<file path="src/rtl/ps2_mouse_pkg.sv">
// Shared types for the PS/2 mouse receiver: frame FSM states, byte-0 bit
// positions and the decoded packet record.
package ps2_mouse_pkg;

    typedef enum logic [1:0] {
        ST_IDLE   = 2'd0,
        ST_DATA   = 2'd1,
        ST_PARITY = 2'd2,
        ST_STOP   = 2'd3
    } frame_state_e;

    localparam int unsigned B0_LEFT_BIT   = 0;
    localparam int unsigned B0_MIDDLE_BIT = 2;
    localparam int unsigned B0_SYNC_BIT   = 3;
    localparam int unsigned B0_X_SIGN_BIT = 4;
    localparam int unsigned B0_Y_SIGN_BIT = 5;

    typedef struct packed {
        logic [2:0] buttons;
        logic       dx_neg;
        logic       dy_neg;
        logic [7:0] dx;
        logic [7:0] dy;
    } mouse_pkt_t;

    // Odd parity holds when data plus parity bit carry an odd number of ones.
    function automatic logic odd_parity_ok(input logic [7:0] data, input logic parity);
        return ^{parity, data};
    endfunction

endpackage

</file>
<file path="src/rtl/ps2_frame_rx.sv">
// PS/2 frame receiver: input synchronizers, falling-edge detect, 11-bit frame FSM
// and inactivity timeout. Parity rejection only when PS2_MOUSE_PARITY_CHECK_EN is defined.
module ps2_frame_rx
    import ps2_mouse_pkg::*;
#(
    parameter int unsigned TIMEOUT_CYCLES = 100000,
    parameter int unsigned SYNC_STAGES    = 2
) (
    input  logic       clk,
    input  logic       arst_n,
    input  logic       i_ps2_clk,
    input  logic       i_ps2_data,
    input  logic       i_pkt_busy,
    output logic [7:0] o_byte,
    output logic       o_byte_valid,
    output logic       o_byte_err
);

    localparam int unsigned CNT_W = $clog2(TIMEOUT_CYCLES + 1);
    localparam logic [CNT_W-1:0] TIMEOUT_M1 = CNT_W'(TIMEOUT_CYCLES - 1);
    localparam logic [CNT_W-1:0] TIMEOUT_VAL = CNT_W'(TIMEOUT_CYCLES);

    logic [SYNC_STAGES-1:0] clk_sync_q, clk_sync_d;
    logic [SYNC_STAGES-1:0] data_sync_q, data_sync_d;
    logic                   clk_prev_q, clk_prev_d;
    frame_state_e           state_q, state_d;
    logic [2:0]             bit_cnt_q, bit_cnt_d;
    logic [7:0]             shift_q, shift_d;
    logic [7:0]             byte_q, byte_d;
    logic                   byte_valid_q, byte_valid_d;
    logic                   byte_err_q, byte_err_d;
    logic [CNT_W-1:0]       idle_cnt_q, idle_cnt_d;
    logic                   fall_s, data_s, timeout_s, par_ok_s;

    assign fall_s = clk_prev_q & ~clk_sync_q[SYNC_STAGES-1];
    assign data_s = data_sync_q[SYNC_STAGES-1];

`ifdef PS2_MOUSE_PARITY_CHECK_EN
    logic par_q, par_d;

    // Capture the parity bit on the edge that closes the PARITY state
    always_comb begin
        if (fall_s && (state_q == ST_PARITY)) begin
            par_d = data_s;
        end else begin
            par_d = par_q;
        end
    end

    // Parity bit register
    always_ff @(posedge clk or negedge arst_n) begin
        if (!arst_n) begin
            par_q <= 1'b1;
        end else begin
            par_q <= par_d;
        end
    end

    assign par_ok_s = odd_parity_ok(shift_q, par_q);
`else
    assign par_ok_s = 1'b1;
`endif

    // Synchronizer shift, edge history and frame FSM next-state
    always_comb begin
        clk_sync_d   = {clk_sync_q[SYNC_STAGES-2:0], i_ps2_clk};
        data_sync_d  = {data_sync_q[SYNC_STAGES-2:0], i_ps2_data};
        clk_prev_d   = clk_sync_q[SYNC_STAGES-1];
        state_d      = state_q;
        bit_cnt_d    = bit_cnt_q;
        shift_d      = shift_q;
        byte_d       = byte_q;
        byte_valid_d = 1'b0;
        byte_err_d   = 1'b0;
        if (fall_s) begin
            idle_cnt_d = '0;
        end else if (idle_cnt_q != TIMEOUT_VAL) begin
            idle_cnt_d = idle_cnt_q + CNT_W'(1);
        end else begin
            idle_cnt_d = idle_cnt_q;
        end
        // Fires only on the cycle the counter arrives at the limit, so at most once per silence
        timeout_s = !fall_s && (idle_cnt_q == TIMEOUT_M1);

        if (timeout_s) begin
            byte_err_d = (state_q != ST_IDLE) || i_pkt_busy;
            state_d    = ST_IDLE;
            bit_cnt_d  = 3'd0;
        end else if (fall_s) begin
            case (state_q)
                ST_IDLE: begin
                    if (!data_s) begin
                        state_d   = ST_DATA;
                        bit_cnt_d = 3'd0;
                    end else begin
                        state_d = ST_IDLE;
                    end
                end
                ST_DATA: begin
                    shift_d = {data_s, shift_q[7:1]};
                    if (bit_cnt_q == 3'd7) begin
                        state_d   = ST_PARITY;
                        bit_cnt_d = 3'd0;
                    end else begin
                        bit_cnt_d = bit_cnt_q + 3'd1;
                    end
                end
                ST_PARITY: begin
                    state_d = ST_STOP;
                end
                ST_STOP: begin
                    state_d = ST_IDLE;
                    if (data_s && par_ok_s) begin
                        byte_d       = shift_q;
                        byte_valid_d = 1'b1;
                    end else begin
                        byte_err_d = 1'b1;
                    end
                end
                default: begin
                    state_d   = ST_IDLE;
                    bit_cnt_d = 3'd0;
                end
            endcase
        end else begin
            state_d = state_q;
        end
    end

    // State registers; synchronizers idle high like the bus
    always_ff @(posedge clk or negedge arst_n) begin
        if (!arst_n) begin
            clk_sync_q   <= '1;
            data_sync_q  <= '1;
            clk_prev_q   <= 1'b1;
            state_q      <= ST_IDLE;
            bit_cnt_q    <= 3'd0;
            shift_q      <= 8'd0;
            byte_q       <= 8'd0;
            byte_valid_q <= 1'b0;
            byte_err_q   <= 1'b0;
            idle_cnt_q   <= '0;
        end else begin
            clk_sync_q   <= clk_sync_d;
            data_sync_q  <= data_sync_d;
            clk_prev_q   <= clk_prev_d;
            state_q      <= state_d;
            bit_cnt_q    <= bit_cnt_d;
            shift_q      <= shift_d;
            byte_q       <= byte_d;
            byte_valid_q <= byte_valid_d;
            byte_err_q   <= byte_err_d;
            idle_cnt_q   <= idle_cnt_d;
        end
    end

    assign o_byte       = byte_q;
    assign o_byte_valid = byte_valid_q;
    assign o_byte_err   = byte_err_q;

endmodule

</file>
<file path="src/rtl/ps2_mouse_receiver.sv">
// PS/2 mouse receiver top: assembles 3-byte movement packets from ps2_frame_rx.
// Optional parity rejection via PS2_MOUSE_PARITY_CHECK_EN.
module ps2_mouse_receiver
    import ps2_mouse_pkg::*;
#(
    parameter int unsigned TIMEOUT_CYCLES = 100000,
    parameter int unsigned SYNC_STAGES    = 2
) (
    input  logic       clk,
    input  logic       arst_n,
    input  logic       i_ps2_clk,
    input  logic       i_ps2_data,
    output logic [7:0] o_mouse_dx,
    output logic [7:0] o_mouse_dy,
    output logic       o_is_mouse_dx_neg,
    output logic       o_is_mouse_dy_neg,
    output logic [2:0] o_buttons,
    output logic       o_valid,
    output logic       o_frame_err
);

    logic [7:0] rx_byte_s;
    logic       rx_valid_s, rx_err_s, pkt_busy_s;
    logic [1:0] byte_cnt_q, byte_cnt_d;
    mouse_pkt_t stage_q, stage_d;
    mouse_pkt_t out_q, out_d;
    logic       valid_q, valid_d;
    logic       err_q, err_d;

    assign pkt_busy_s = (byte_cnt_q != 2'd0);

    ps2_frame_rx #(
        .TIMEOUT_CYCLES(TIMEOUT_CYCLES),
        .SYNC_STAGES   (SYNC_STAGES)
    ) u_frame_rx (
        .clk         (clk),
        .arst_n      (arst_n),
        .i_ps2_clk   (i_ps2_clk),
        .i_ps2_data  (i_ps2_data),
        .i_pkt_busy  (pkt_busy_s),
        .o_byte      (rx_byte_s),
        .o_byte_valid(rx_valid_s),
        .o_byte_err  (rx_err_s)
    );

    // Packet assembly; outputs only move when the third byte lands
    always_comb begin
        byte_cnt_d = byte_cnt_q;
        stage_d    = stage_q;
        out_d      = out_q;
        valid_d    = 1'b0;
        err_d      = 1'b0;
        if (rx_err_s) begin
            err_d      = 1'b1;
            byte_cnt_d = 2'd0;
        end else if (rx_valid_s) begin
            case (byte_cnt_q)
                2'd0: begin
                    // Bit 3 is always set in a real byte 0; anything else means we are out of step
                    if (rx_byte_s[B0_SYNC_BIT]) begin
                        stage_d.buttons = rx_byte_s[B0_MIDDLE_BIT:B0_LEFT_BIT];
                        stage_d.dx_neg  = rx_byte_s[B0_X_SIGN_BIT];
                        stage_d.dy_neg  = rx_byte_s[B0_Y_SIGN_BIT];
                        byte_cnt_d      = 2'd1;
                    end else begin
                        err_d      = 1'b1;
                        byte_cnt_d = 2'd0;
                    end
                end
                2'd1: begin
                    stage_d.dx = rx_byte_s;
                    byte_cnt_d = 2'd2;
                end
                2'd2: begin
                    out_d      = stage_q;
                    out_d.dy   = rx_byte_s;
                    valid_d    = 1'b1;
                    byte_cnt_d = 2'd0;
                end
                default: begin
                    byte_cnt_d = 2'd0;
                end
            endcase
        end else begin
            byte_cnt_d = byte_cnt_q;
        end
    end

    // Packet and output registers
    always_ff @(posedge clk or negedge arst_n) begin
        if (!arst_n) begin
            byte_cnt_q <= 2'd0;
            stage_q    <= '0;
            out_q      <= '0;
            valid_q    <= 1'b0;
            err_q      <= 1'b0;
        end else begin
            byte_cnt_q <= byte_cnt_d;
            stage_q    <= stage_d;
            out_q      <= out_d;
            valid_q    <= valid_d;
            err_q      <= err_d;
        end
    end

    assign o_mouse_dx        = out_q.dx;
    assign o_mouse_dy        = out_q.dy;
    assign o_is_mouse_dx_neg = out_q.dx_neg;
    assign o_is_mouse_dy_neg = out_q.dy_neg;
    assign o_buttons         = out_q.buttons;
    assign o_valid           = valid_q;
    assign o_frame_err       = err_q;

endmodule
</file>
<file path="config.mk">
export PLATFORM = sky130hd
export DESIGN_NAME = ps2_mouse_receiver
export DESIGN_NICKNAME = d
export VERILOG_FILES = /design/src/rtl/ps2_mouse_pkg.sv /design/src/rtl/ps2_frame_rx.sv /design/src/rtl/ps2_mouse_receiver.sv
export SDC_FILE = /design/constraint.sdc
export NUM_CORES = 1
export LEC_CHECK = 0
export CORE_ASPECT_RATIO = 1.2
export CORE_MARGIN = 10
export CORE_UTILIZATION = 52
export DETAILED_ROUTE_END_ITERATION = 10
export GPL_TIMING_DRIVEN = 1
export MAX_ROUTING_LAYER = met4
export PLACE_DENSITY = 0.72
export SLEW_MARGIN = 0
export SYNTH_ARGS = -nofsm -noshare
export SYNTH_HDL_FRONTEND = slang
export SYNTH_HIERARCHICAL = 1
export SYNTH_SLANG_ARGS = --single-unit
export TNS_END_PERCENT = 5
</file>
<file path="constraint.sdc">
create_clock -name clk -period 1.56 [get_ports clk]
set_clock_uncertainty 0.1 [all_clocks]
set_input_delay 0.312 -clock clk [delete_from_list [all_inputs] [get_ports clk]]
set_output_delay 0.312 -clock clk [all_outputs]
set_load 0.05 [all_outputs]
</file>
# ---- Yosys cells after proc, flatten, opt, wreduce, memory -nomap -nowiden
# Cells that the tools add are included.
dict set report totals {
  reg_bits 83
  out_inout_bits 23
  elab_cells 87
}
dict set report op_classes {
  n_addsub 2
  eq_ne 10
  n_mux 31
  bitwise_logic 4
  reduce_logical 18
}
# operator n
set op_table {}
lappend op_table {{2-to-1 mux 17 bit} 2}
lappend op_table {{adder 17 x 1 -> 17 bit (second input constant)} 1}
lappend op_table {{== test 17 bit (second input constant)} 1}
lappend op_table {{2-to-1 mux 1 bit} 17}
lappend op_table {{inequality test 17 bit (second input constant)} 1}
lappend op_table {{2-to-1 mux 3 bit} 4}
lappend op_table {{AND reduction 3 bit} 4}
lappend op_table {{2-to-1 mux 2 bit} 5}
lappend op_table {{nonzero test 2 bit} 5}
lappend op_table {{one-hot mux 2 bit (4 select lines)} 1}
lappend op_table {{AND reduction 4 bit} 2}
lappend op_table {{== test 2 bit (second input constant)} 3}
lappend op_table {{one-hot mux 3 bit (2 select lines)} 1}
lappend op_table {{== test 2 x 1 -> 1 bit (second input constant)} 2}
lappend op_table {{logical NOT 2 bit} 2}
lappend op_table {{one-hot mux 2 bit (2 select lines)} 1}
lappend op_table {{adder 3 x 1 -> 3 bit (second input constant)} 1}
lappend op_table {{== test 3 bit (second input constant)} 1}
lappend op_table {{inequality test 3 x 1 -> 1 bit (second input constant)} 1}
lappend op_table {{inequality test 3 bit (second input constant)} 1}
lappend op_table {{NOT 1 bit} 3}
lappend op_table {{nonzero test 3 bit} 1}
lappend op_table {{AND reduction 2 bit} 1}
lappend op_table {{AND 1 bit} 1}
lappend op_table {{3 further kinds} 3}

# ---- Longest topological paths before layout
dict set report depth {
  word_depth 6
  ltp_mapped 6
}

# ---- Hierarchy
# The synthesis kept the hierarchy.
# mod instances cells_each area_per_inst_um2 seq_area_each_um2
set modules_own_cells {}
lappend modules_own_cells {ps2_frame_rx 1 178 2055.7 1132.3}
lappend modules_own_cells {ps2_mouse_receiver 1 87 1550.2 950.9}

# ---- Least setup slack after synthesis
# No wires, ideal clock.
dict set report synth_path {
  path_kind {reg2reg}
  start {reg u_frame_rx.idle_cnt_q[3]}
  end {reg u_frame_rx.idle_cnt_q[11]}
  setup_ns 0.077
  t_arrival_ns 1.534
  required_ns 1.383
  setup_slack_ns -0.152
  stages_incl_launch_ff 6
  path_buffers 1
  synth_period_minus_slack_ns 1.712
  path_cell_list {dfrtp_1 nand3_2 or3_1 buf_2 or4_1 a21oi_1}
}
dict set report synth_via {
  elab_chain_len 3
}
# item line_no
set synth_lines {}
lappend synth_lines {{from (decl)} ps2_frame_rx.sv:32} ;# logic [CNT_W-1:0] idle_cnt_q, idle_cnt_d;
lappend synth_lines {{from (signal assigned)} ps2_frame_rx.sv:153} ;# idle_cnt_q <= idle_cnt_d;
lappend synth_lines {{adder 17 x 1 -> 17 bit} ps2_frame_rx.sv:78} ;# idle_cnt_d = idle_cnt_q + CNT_W'(1);
lappend synth_lines {{2-to-1 mux 17 bit} ps2_frame_rx.sv:77} ;# end else if (idle_cnt_q != TIMEOUT_VAL) begin
lappend synth_lines {{2-to-1 mux 17 bit} ps2_frame_rx.sv:75} ;# if (fall_s) begin
# Several ways; a longest one is shown, not always the timed one. The select of a mux whose other input is x is not followed.
# A chain may end at the register's enable or synchronous reset.

# ---- Final worst setup path
dict set report layout_path {
  start {reg u_frame_rx.idle_cnt_q[1]}
  end {reg u_frame_rx.idle_cnt_q[11]}
}
# The elaborated chain is that of the path after synthesis.

==> flow_summary.json <==
{
  "cp.required_ns": 1.74,
  "syn_area_um2": 3610,
  "slowest_stage": "or3_4",
  "synth_edf_count": 0,
  "syn_area_per_cell_um2": 13.6,
  "cp_slowest_stage_delay_ns": 0.43,
  "drt_first_iter_violations": 76,
  "cts_made_buffers": 9,
  "final_common_cell": "dfrtp_1",
  "ant_nets": 0,
  "h-tree-depth": 3,
  "p_leak_nw": 2.18,
  "cp-start-kind": "flip-flop",
  "diodes": 0,
  "endpoint_kind": "flip-flop",
  "grt_pass1_vias": 2400,
  "synth.area.mux_share_pct": 18.1,
  "fp.dieW_um": 96.0,
  "row_count": 33,
  "violations": "negative setup slack",
  "io_pins": 27,
  "yosysUniqueCellTypes": 45,
  "clock-root-buffer": "clkbuf_8",
  "dp_hpwl_mm": 4.99,
  "nets": 339,
  "reg2reg_slack_ns": -0.06,
  "io_buffers": 26,
  "clkSinkCount": 83,
  "status": "finished with violations",
  "cap_violations": 0,
  "critPathArrivalTime_ns": 1.80,
  "ys_ff_latch": 83,
  "gr-total-overflow": 0,
  "fmax_mhz": 616,
  "vias_per_cell": 5.45,
  "worstPathMaxFanout": 7,
  "die_h_um": 111,
  "hold_class": "primary input to async pin",
  "synth_compound_area_share_pct": 4.89,
  "ir_drop_mv": 0.679,
  "gp_congestion": 0.821,
  "slew_viol_final": 0,
  "layout_setup_ws_ns": -0.0624,
  "drc": 0,
  "synth-simple-area-share_pct": 11.7,
  "finalCritPeriodShare_pct": 104,
  "grt_use_total_pct": 14.2,
  "ys_async_sr_fraction_pct": 100,
  "clkLatencyLatePin_ns": 0.35,
  "nFillCells": 477,
  "crit_family": "simple AND/OR/NAND/NOR gates",
  "grt_max_degree": 35,
  "vias": 2282,
  "power_density_nw_per_um2": 1030,
  "areaGrowthSynthToFinish_pct": 29.7,
  "dp_cells": 401,
  "ys_seq_area_share_pct": 57.8,
  "max_slew_margin_pct": 76.7,
  "synthesis.yosys.warnings": 6,
  "rsz0062_at_grt": "yes",
  "worstSetupPathType": "flip-flop to flip-flop",
  "final_layout_size_suffix_gt1_share_pct": 43.7,
  "tightest_slew_ns": 0.348,
  "drt-pass1-iter-count": 4,
  "synthAdderAreaFrac_pct": 2.78,
  "synth_fp_nets": 277,
  "final_cells": 419,
  "antenna_found_initial": 0,
  "grt_pass1_wl_mm": 11.8,
  "wire_per_inst_um": 16.5,
  "initial_core_util_pct": 52.9,
  "path_clk_slew_ns": 0.08,
  "synth_ff_type": "dfrtp_1",
  "finish.instance_area_um2": 4680,
  "synth_cells": 265,
  "critPathBufInv": 0,
  "synthXorXnorAreaFrac_pct": 1.94,
  "clk_path_buf_depth": 2,
  "post-route-min-period_ns": 1.62,
  "setup_viol": 5,
  "most-common-layout-cells": "dfrtp_1, mux2_2, buf_4, buf_12, mux2_4",
  "placed_area_um2": 4400,
  "cts_tree": "built",
  "synth_top_family_by_area": "multiplexers",
  "hold_violations": 0,
  "die_area_um2": 10700,
  "crit_chain": "nand2_1 > or3_4 > or4_1 > a21oi_1",
  "core_area_um2": 6810,
  "routed_wl_mm": 6.93
}
cells by family after synthesis:
kind of cell | after synthesis
AO/OA/AOI/OAI | 30
multiplexers | 52
buffers and inverters | 14
XOR/XNOR | 8
adder cells (fa/ha/maj) | 8
AND/OR/NAND/NOR | 70
flip-flops | 83
timing repair:
| item | 4_1_cts | 5_1_grt |
|---|---|---|
| hold buffers | 1 | 0 |
| setup endpoints to repair | 31 | 26 |
| buffers inserted | 1 | 0 |
| pin swaps | 2 | 0 |
| hold endpoints to repair | 51 | 0 |
| gates resized for setup | 12 | 7 |
worst reg2reg max path, cell delays in order, from the launching register on:
cell     delay, ns
dfrtp_1       0.38
nand2_1       0.09
or3_4         0.43
or4_1         0.41
a21oi_1       0.13
power by group:
group          total, mW  switching, mW  internal [mW]  leakage (nW)
Clock               1.42          0.822          0.599        0.0833
Combinational      0.831          0.400          0.430         0.976
Sequential          2.56          0.185           2.37          1.12
layout make-up:
type	count	area (um2)	share of cell area [%]
sequential	83	2080	44.6
multi-input combinational	168	1500	32.1
timing repair buffer	57	773	16.5
clock buffer	9	124	2.65
tap	87	109	2.33
clock inverter	7	57.6	1.23
inverter	8	30.0	0.642
Yosys cell counts (2+ instances only):
library cell	number	area, um2
mux2_2	31	349
nor2_1	14	52.6
nor4b_1	2	17.5
nor3_1	4	20.0
xnor2_1	2	17.5
a21oi_1	14	70.1
o21ai_0	8	40.0
buf_6	2	22.5
a22o_1	2	17.5
nand3_1	8	40.0
dfrtp_1	78	1950
xor2_1	6	52.6
and2_1	3	18.8
and4_1	3	26.3
nand4_1	4	25.0
nand2b_1	4	25.0
nand2_1	10	37.5
mux2_4	19	285
mux2i_1	2	20.0
inv_1	8	30.0
buf_12	2	40.0
or3_1	5	31.3
ha_1	8	100
dfstp_2	5	131
stage by stage:
step / power, mW / TNS, ns / setup slack [ns] / utilization, % / hold slack (ns)
final: 4.81 / -0.139 / -0.0624 / 68.7 / 0.250
after global routing: 5.10 / -1.08 / -0.148 / 68.7 / 0.250
after CTS: 4.85 / -0.0335 / -0.0280 / 68.2 / 0.238
after detailed placement: 3.37 / -1.58 / -0.133 / 64.6 / 0.0878
after global placement: 3.30 / -0.684 / -0.0729 / 64.6 / 0.0879
after floorplan: 3.01 / -0.246 / -0.0896 / - / -0.0836
metal layers:
layer	routed length, um	GRT usage, %	up-vias
met3	216	3.05	16
met4	167	6.90	0
met1	2840	15.9	1145
met5	0	-	-
met2	3710	23.1	53
li1	-	-	1068
state kept, by name, indices dropped and copies added, names as in the netlist:
name and count:
u_frame_rx/data_sync_q 2, u_frame_rx/o_byte_valid 1, o_frame_err 1, u_frame_rx/bit_cnt_q 3, u_frame_rx/state_q 2, u_frame_rx/o_byte 8, byte_cnt_q 2, o_buttons 3
u_frame_rx/clk_sync_q 2, u_frame_rx/o_byte_err 1, u_frame_rx/shift_q 8, o_is_mouse_dy_neg 1, stage_q 13, o_mouse_dx 8, u_frame_rx/idle_cnt_q 17, o_valid 1
u_frame_rx/clk_prev_q 1, o_is_mouse_dx_neg 1, o_mouse_dy 8
worst paths after layout:
kind	cells past startpoint	from	to
max	4	u_frame_rx/idle_cnt_q[1]	u_frame_rx/idle_cnt_q[11]
min	2	arst_n	stage_q[19]
max reg2reg	4	u_frame_rx/idle_cnt_q[1]	u_frame_rx/idle_cnt_q[11]
min reg2reg	0	u_frame_rx/clk_sync_q[0]	u_frame_rx/clk_sync_q[1]
max in group asynchronous	3	arst_n	o_buttons[0]
min in group clk	0	u_frame_rx/clk_sync_q[0]	u_frame_rx/clk_sync_q[1]
Power figures use the tool's default switching activity.
